### config.mk
export PLATFORM = sky130hd
export DESIGN_NAME = rr_arb_mux
export DESIGN_NICKNAME = d
export VERILOG_FILES = /design/src/rtl/rr_arb_mux.sv
export SDC_FILE = /design/constraint.sdc
export NUM_CORES = 1
export LEC_CHECK = 0
export CAP_MARGIN = 20
export CORE_UTILIZATION = 50
export DETAILED_ROUTE_END_ITERATION = 16
export DONT_BUFFER_PORTS = 1
export GPL_TIMING_DRIVEN = 0
export SYNTH_ARGS = -nofsm -noshare
export SYNTH_HDL_FRONTEND = slang
export SYNTH_SLANG_ARGS = --single-unit
### constraint.sdc
create_clock -name clk -period 7.7 [get_ports clk]
set_clock_uncertainty 0.2 [all_clocks]
set_input_delay 1.925 -clock clk [delete_from_list [all_inputs] [get_ports clk]]
set_output_delay 1.925 -clock clk [all_outputs]
set_load 0.03 [all_outputs]
### src/rtl/rr_arb_mux.sv
// rr_arb_mux: CHANNELS-way round-robin arbiter feeding a one-entry registered output slot.
// Optional macro RR_ARB_MUX_SRC_EN adds out_src, the channel index of the beat in out_data.
module rr_arb_mux #(
    parameter int WIDTH    = 8,
    parameter int CHANNELS = 4,
    localparam int SELW    = (CHANNELS > 1) ? $clog2(CHANNELS) : 1
) (
    input  logic                      clk,
    input  logic                      rst_n,
    input  logic [CHANNELS*WIDTH-1:0] in_data,
    input  logic [CHANNELS-1:0]       in_valid,
    output logic [CHANNELS-1:0]       in_ready,
    output logic [WIDTH-1:0]          out_data,
    output logic                      out_valid,
`ifdef RR_ARB_MUX_SRC_EN
    output logic [SELW-1:0]           out_src,
`endif
    input  logic                      out_ready
);

    localparam int unsigned NCH = CHANNELS;

    logic [SELW-1:0]  ptr_q, ptr_d;
    logic [WIDTH-1:0] out_data_q, out_data_d;
    logic             out_valid_q, out_valid_d;
`ifdef RR_ARB_MUX_SRC_EN
    logic [SELW-1:0]  out_src_q, out_src_d;
`endif

    logic [WIDTH-1:0] chan_data [CHANNELS];
    logic             load;
    logic             grant_found;
    logic [SELW-1:0]  grant_idx;
    logic [SELW-1:0]  ptr_next;

    always_comb begin : unpack_channels
        for (int unsigned i = 0; i < NCH; i++) begin
            chan_data[i] = in_data[i*WIDTH +: WIDTH];
        end
    end

    // Search from ptr upwards with wraparound; the first valid channel wins.
    always_comb begin : grant_search
        int unsigned idx;
        grant_found = 1'b0;
        grant_idx   = '0;
        idx         = 0;
        for (int unsigned k = 0; k < NCH; k++) begin
            idx = 32'(ptr_q) + k;
            if (idx >= NCH) begin
                idx = idx - NCH;
            end
            if (!grant_found && in_valid[SELW'(idx)]) begin
                grant_found = 1'b1;
                grant_idx   = SELW'(idx);
            end
        end
    end

    always_comb begin : ptr_advance
        if (32'(grant_idx) == NCH - 1) begin
            ptr_next = '0;
        end else begin
            ptr_next = grant_idx + 1'b1;
        end
    end

    assign load = !out_valid_q || out_ready;

    // rst_n gates in_ready directly so no source sees a handshake while reset is held.
    always_comb begin : ready_decode
        in_ready = '0;
        if (rst_n && load && grant_found) begin
            in_ready[grant_idx] = 1'b1;
        end
    end

    always_comb begin : next_state
        out_valid_d = out_valid_q;
        out_data_d  = out_data_q;
        ptr_d       = ptr_q;
`ifdef RR_ARB_MUX_SRC_EN
        out_src_d   = out_src_q;
`endif
        if (load) begin
            out_valid_d = grant_found;
            if (grant_found) begin
                out_data_d = chan_data[grant_idx];
                ptr_d      = ptr_next;
`ifdef RR_ARB_MUX_SRC_EN
                out_src_d  = grant_idx;
`endif
            end
        end
    end

    always_ff @(posedge clk or negedge rst_n) begin
        if (!rst_n) begin
            out_valid_q <= 1'b0;
            out_data_q  <= '0;
            ptr_q       <= '0;
`ifdef RR_ARB_MUX_SRC_EN
            out_src_q   <= '0;
`endif
        end else begin
            out_valid_q <= out_valid_d;
            out_data_q  <= out_data_d;
            ptr_q       <= ptr_d;
`ifdef RR_ARB_MUX_SRC_EN
            out_src_q   <= out_src_d;
`endif
        end
    end

    assign out_valid = out_valid_q;
    assign out_data  = out_data_q;
`ifdef RR_ARB_MUX_SRC_EN
    assign out_src   = out_src_q;
`endif

endmodule

==> impl_metrics.csv, run 1 <==
group,metric,value,unit
outcome,outcome,"completed",
power_and_ir_drop,internal-power,154,uW
worst_setup_path,start_kind,"primary input",
worst_setup_path,required,5580,ps
worst_setup_path,critPathMaxFanout,9,
route,dr.pass1.iters,4,
power_and_ir_drop,share_comb_of_total_power,0.401,
yosys,postSynth.asyncResetShare,1.00,
yosys,synth-edff-count,0,
final_layout,layout.nets,131,
power_and_ir_drop,peakVddDrop,147,uV
final_layout,drive_above_1_share,0.0659,
hold_path,min_path_type,"reg2reg",
clocking,cts_buffer_depth,2,
clocking,cts_setup_buffers,0,
yosys,syn-num-nets,126,
route,drc_errors,0,
timing,max_freq,170,MHz
timing,setup-tns-final,0,ps
power_and_ir_drop,seq_power_share,0.468,
floorplan,ios,52,
placed_design,dpl-instance-area,823,um^2
timing,fin_crit_sh,0.766,
timing,rsz0062_at_grt,"no",
floorplan,die_h,42.1,um
route,viasPerCell,6.66,
floorplan,initial_utilization,0.533,
timing,period_needed,5900,ps
grt,grt_pass1_wl,2.97,mm
clocking,numCtsBuffers,3,
power_and_ir_drop,leakagePower,0.327,nW
yosys,synth.avg_cell_area,9.23,um^2
floorplan,fp.dieW,42.1,um
clocking,clkTransAtPathRegs,70,ps
yosys,syn_inst,87,
clocking,clk_latency,270,ps
timing,hold_violations,0,
grt,globalRouteOverflowTotal,0,
power_and_ir_drop,power.density,355,nW/um^2
clocking,ctsResizeCount,0,
clocking,h-tree-depth,1,
worst_setup_path,cp.arrival,3770,ps
yosys,ys_top_cells_by_area,"dfrtp_1 34%, mux2_1 11%, a221o_1 10%, a21oi_1 5.6%, o21ai_0 5.6%",
timing,slew_violations,0,
yosys,synth_area,803,um^2
power_and_ir_drop,switching_share,0.488,
yosys,synth_top_cell_by_area,"dfrtp_1",
yosys,ys_ff_latch,11,
timing,holdWs,332,ps
yosys,synth_common_cells,"11 x dfrtp_1, 9 x a21oi_1, 9 x o21ai_0",
worst_setup_path,critPathKind,"in2out",
power_and_ir_drop,power_switching,147,uW
floorplan,dieArea,1770,um^2
floorplan,core_area,1510,um^2
grt,grt.total_usage,0.227,
grt,grt_pass1_vias,684,
yosys,yosysMostFrequentCell,"dfrtp_1",
yosys,synth-main-ff-cell,"dfrtp_1",
clocking,cts_root_buf,"clkbuf_4",
clocking,hold_buffers,0,
timing,slew_headroom,0.286,
final_layout,instances_no_fill,107,
route,num_vias,713,
final_layout,stdcell_area,850,um^2
yosys,yosysSeqAreaShare,0.343,
placed_design,io_buffers,0,
route,totalWireLength,1.81,mm
yosys,synth_warnings,0,
yosys,synth_top_area_frac,0.343,
final_layout,antenna_cells,0,
final_layout,areaGrowthSynthToFinish,5.76,%
power_and_ir_drop,p_clk_frac,0.131,
timing,worst_pin_slew,1050,ps
job,maxCapViolations,0,
route,wl_per_cell,16.9,um
route,drt_iter0_markers,9,
clocking,cts_tree,"yes",
floorplan,rows,14,
placed_design,dp.cells,103,
clocking,cts_sinks,11,
grt,antenna_found_initial,0,
placed_design,hpwl,1.40,mm
power_and_ir_drop,p_total,301,uW
worst_setup_path,end_kind,"output port",
placed_design,gp_congestion,0.655,
route,detail-route-antenna-nets,0,
yosys,synth_cell_type_count,27,
grt,grt_max_degree,14,
timing,setup_violations,0,
## flip-flops by register name, indices dropped and copies added (netlist names)
register,count
out_data,8
out_valid,1
ptr_q,2
## power by group through the flow
| stage | Sequential (mW) | Clock (mW) | Combinational (mW) |
|---|---|---|---|
| after floorplan | 0.136 | 0 | 0.104 |
| final | 0.141 | 0.0394 | 0.121 |
| after CTS | 0.141 | 0.0394 | 0.122 |
| after global routing | 0.144 | 0.0422 | 0.136 |
| after global placement | 0.142 | 0 | 0.120 |
| after detailed placement | 0.143 | 0 | 0.121 |
## stage by stage
step	util	setup WS [ps]
after CTS	0.564	1800
after floorplan	-	2030
after detailed placement	0.547	1810
final	0.564	1800
after global placement	0.547	1850
after global routing	0.564	1610
## metal layers
| layer | vias to the layer above | wire (um) | track usage |
|---|---|---|---|
| li1 | 348 | - | - |
| met1 | 324 | 850 | 0.310 |
| met2 | 37 | 779 | 0.338 |
| met3 | 4 | 137 | 0.0431 |
| met4 | 0 | 38 | 0.125 |
| met5 | - | 0 | 0 |
## worst max-delay path, cell delays in order
cell      delay (ps)
nor2b_1          350
a211o_1          150
clkbuf_1         300
nand2_1          200
nor3b_1          840
## cells by family (layout without fill, tap and decap cells)
logic type             after synthesis  count (layout)  share of synthesized area
buffers and inverters                5               9                     0.0234
AND/OR/NAND/NOR                     27              27                      0.201
flip-flops                          11              11                      0.343
XOR/XNOR                             1               1                     0.0109
multiplexers                         8               8                      0.112
AO/OA/AOI/OAI                       35              35                      0.310
## cell usage in the layout (no fill, tap or decap), drive strengths merged
cell	n
and4	1
nor2b	3
o311ai	1
o21ai	11
a211o	1
inv	2
a21o	1
nor3	2
a221o	8
nand3	8
nor3b	1
nor4	2
a21oi	9
nor2	3
nand2	6
mux2	8
a211oi	1
clkbuf	7
dfrtp	11
a21boi	1
xnor2	1
o21bai	1
o31a	1
or4	1
## cell type report
cell class              instances  area (um^2)
flip-flops and latches         11          275
multi-input cells              71          509
inverters                       2         7.51
plain buffers                   3         11.3
fillers                       153          657
clock buffers                   4         26.3
well taps                      16         20.0
## final timing paths
kind / slack, ps / cells past startpoint / from / to
worst max-delay path: 1800 / 5 / in_valid[2] / in_ready[2]
worst min-delay path: 330 / 2 / ptr_q[0] / ptr_q[0]
worst max register to register: 5370 / 4 / ptr_q[1] / out_data[7]
worst min register to register: 330 / 2 / ptr_q[0] / ptr_q[0]
max in group asynchronous: 6090 / 0 / rst_n / ptr_q[1]
min in group asynchronous: 1140 / 0 / rst_n / out_data[4]
Note: power is estimated with default switching activity, not from simulation.
==> inputs of run 2 (changes only) <==
PLACE_DENSITY = 0.68   (was not set)
clock period = 5 ns   (was 7.7 ns; I/O delays follow)
==> impl_metrics.csv, run 2 (synthesized netlist as in run 1, its figures left out) <==
group,metric,value,unit
outcome,outcome,"completed",
floorplan,dieArea,1770,um^2
floorplan,initial_utilization,0.533,
route,viasPerCell,6.83,
power_and_ir_drop,switching_share,0.489,
final_layout,layout.nets,131,
worst_setup_path,critPathMaxFanout,9,
clocking,ctsResizeCount,0,
route,drc_errors,0,
clocking,clkTransAtPathRegs,60,ps
clocking,cts_root_buf,"clkbuf_4",
hold_path,min_path_type,"reg2reg",
route,detail-route-antenna-nets,0,
clocking,cts_tree,"yes",
power_and_ir_drop,p_clk_frac,0.127,
worst_setup_path,critPathKind,"in2out",
placed_design,hpwl,1.49,mm
placed_design,io_buffers,0,
timing,rsz0062_at_grt,"no",
power_and_ir_drop,share_comb_of_total_power,0.404,
floorplan,core_area,1510,um^2
clocking,cts_buffer_depth,2,
grt,globalRouteOverflowTotal,0,
floorplan,ios,52,
timing,slew_violations,0,
timing,period_needed,4510,ps
power_and_ir_drop,internal-power,238,uW
final_layout,largest_register_ffs,8,
placed_design,gp_congestion,0.786,
timing,fin_crit_sh,0.903,
timing,slew_headroom,0.363,
timing,setup_violations,0,
clocking,numCtsBuffers,3,
final_layout,antenna_cells,0,
grt,grt_pass1_vias,656,
power_and_ir_drop,seq_power_share,0.469,
worst_setup_path,end_kind,"output port",
timing,max_freq,222,MHz
route,drt_iter0_markers,15,
grt,antenna_found_initial,0,
timing,worst_pin_slew,940,ps
clocking,clk_latency,260,ps
grt,grt_pass1_wl,2.93,mm
grt,grt_max_degree,14,
power_and_ir_drop,peakVddDrop,217,uV
floorplan,die_h,42.1,um
floorplan,rows,14,
clocking,hold_buffers,0,
power_and_ir_drop,power_switching,227,uW
power_and_ir_drop,power.density,548,nW/um^2
job,maxCapViolations,0,
timing,hold_violations,0,
final_layout,drive_above_1_share,0.0659,
clocking,cts_sinks,11,
timing,setup-tns-final,0,ps
worst_setup_path,start_kind,"primary input",
power_and_ir_drop,p_total,465,uW
worst_setup_path,cp.arrival,3060,ps
final_layout,final_cell_mix,"11 x dfrtp_1, 9 x a21oi_1, 9 x o21ai_0",
final_layout,final_common_cell,"dfrtp_1",
route,num_vias,731,
grt,grt.total_usage,0.220,
clocking,h-tree-depth,1,
power_and_ir_drop,leakagePower,0.327,nW
route,totalWireLength,1.92,mm
route,wl_per_cell,18.0,um
worst_setup_path,required,3550,ps
final_layout,areaGrowthSynthToFinish,5.76,%
floorplan,fp.dieW,42.1,um
route,dr.pass1.iters,4,
clocking,cts_setup_buffers,0,
-- run 2: cell type report --
class | instances | area, um^2
plain buffers | 3 | 11.3
clock buffers | 4 | 26.3
fillers | 143 | 657
inverters | 2 | 7.51
multi-input cells | 71 | 509
flip-flops and latches | 11 | 275
well taps | 16 | 20.0
-- run 2: path summary, 6_finish.rpt --
path,cells after the start,endpoint,start,slack [ps]
hold reg to reg,2,ptr_q[0],ptr_q[0],370
min in group asynchronous,0,out_data[0],rst_n,470
setup / recovery,5,in_ready[2],in_valid[2],490
max in group asynchronous,0,ptr_q[1],rst_n,4050
setup reg to reg,4,out_data[1],ptr_q[1],2790
hold / removal,2,ptr_q[0],ptr_q[0],370
-- run 2: power by group through the flow --
| stage | clock, mW | combinational (mW) | sequential (mW) |
|---|---|---|---|
| 6_report | 0.0589 | 0.188 | 0.218 |
| 5_1_grt | 0.0653 | 0.209 | 0.222 |
| 4_1_cts | 0.0608 | 0.190 | 0.218 |
| 3_5_place_dp | 0 | 0.189 | 0.219 |
| 3_3_place_gp | 0 | 0.182 | 0.219 |
| 2_1_floorplan | 0 | 0.160 | 0.210 |
-- run 2: worst max-delay path, cell delays in order --
cell and delay (ps):
nor2b_1 340, a211o_1 160, clkbuf_1 300, nand2_1 200
nor3b_1 810
-- run 2: per-stage QoR --
stage,hold WS [ps],instances,util,worst slack (ps),area [um^2]
3_3_place_gp,303,103,0.547,515,823
5_1_grt,414,107,0.564,318,850
6_report,372,107,0.564,487,850
3_5_place_dp,354,103,0.547,481,823
4_1_cts,368,107,0.564,478,850
2_1_floorplan,273,87,-,678,803
-- run 2: metal layers --
metal	routed length, um	GRT usage
met2	937	0.341
met4	0	0.0750
met5	0	0
met1	871	0.309
met3	111	0.0431
==> inputs of run 3 (changes only) <==
--- a/config.mk
+++ b/config.mk
@@ -11,2 +11,3 @@
 export DONT_BUFFER_PORTS = 1
+export GPL_ROUTABILITY_DRIVEN = 0
 export GPL_TIMING_DRIVEN = 0
--- a/constraint.sdc
+++ b/constraint.sdc
@@ -4,2 +4,2 @@
 set_output_delay 1.25 -clock clk [all_outputs]
-set_load 0.03 [all_outputs]
+set_load 0.02 [all_outputs]
==> results of run 3 <==
Same layout as run 2 (identical final DEF). Status: completed.
Main changes from that run: setup slack after placement 481 ps -> 691 ps; setup slack after layout 487 ps -> 698 ps; total power 0.465 mW -> 0.440 mW; worst IR drop on VDD 217 uV -> 216 uV
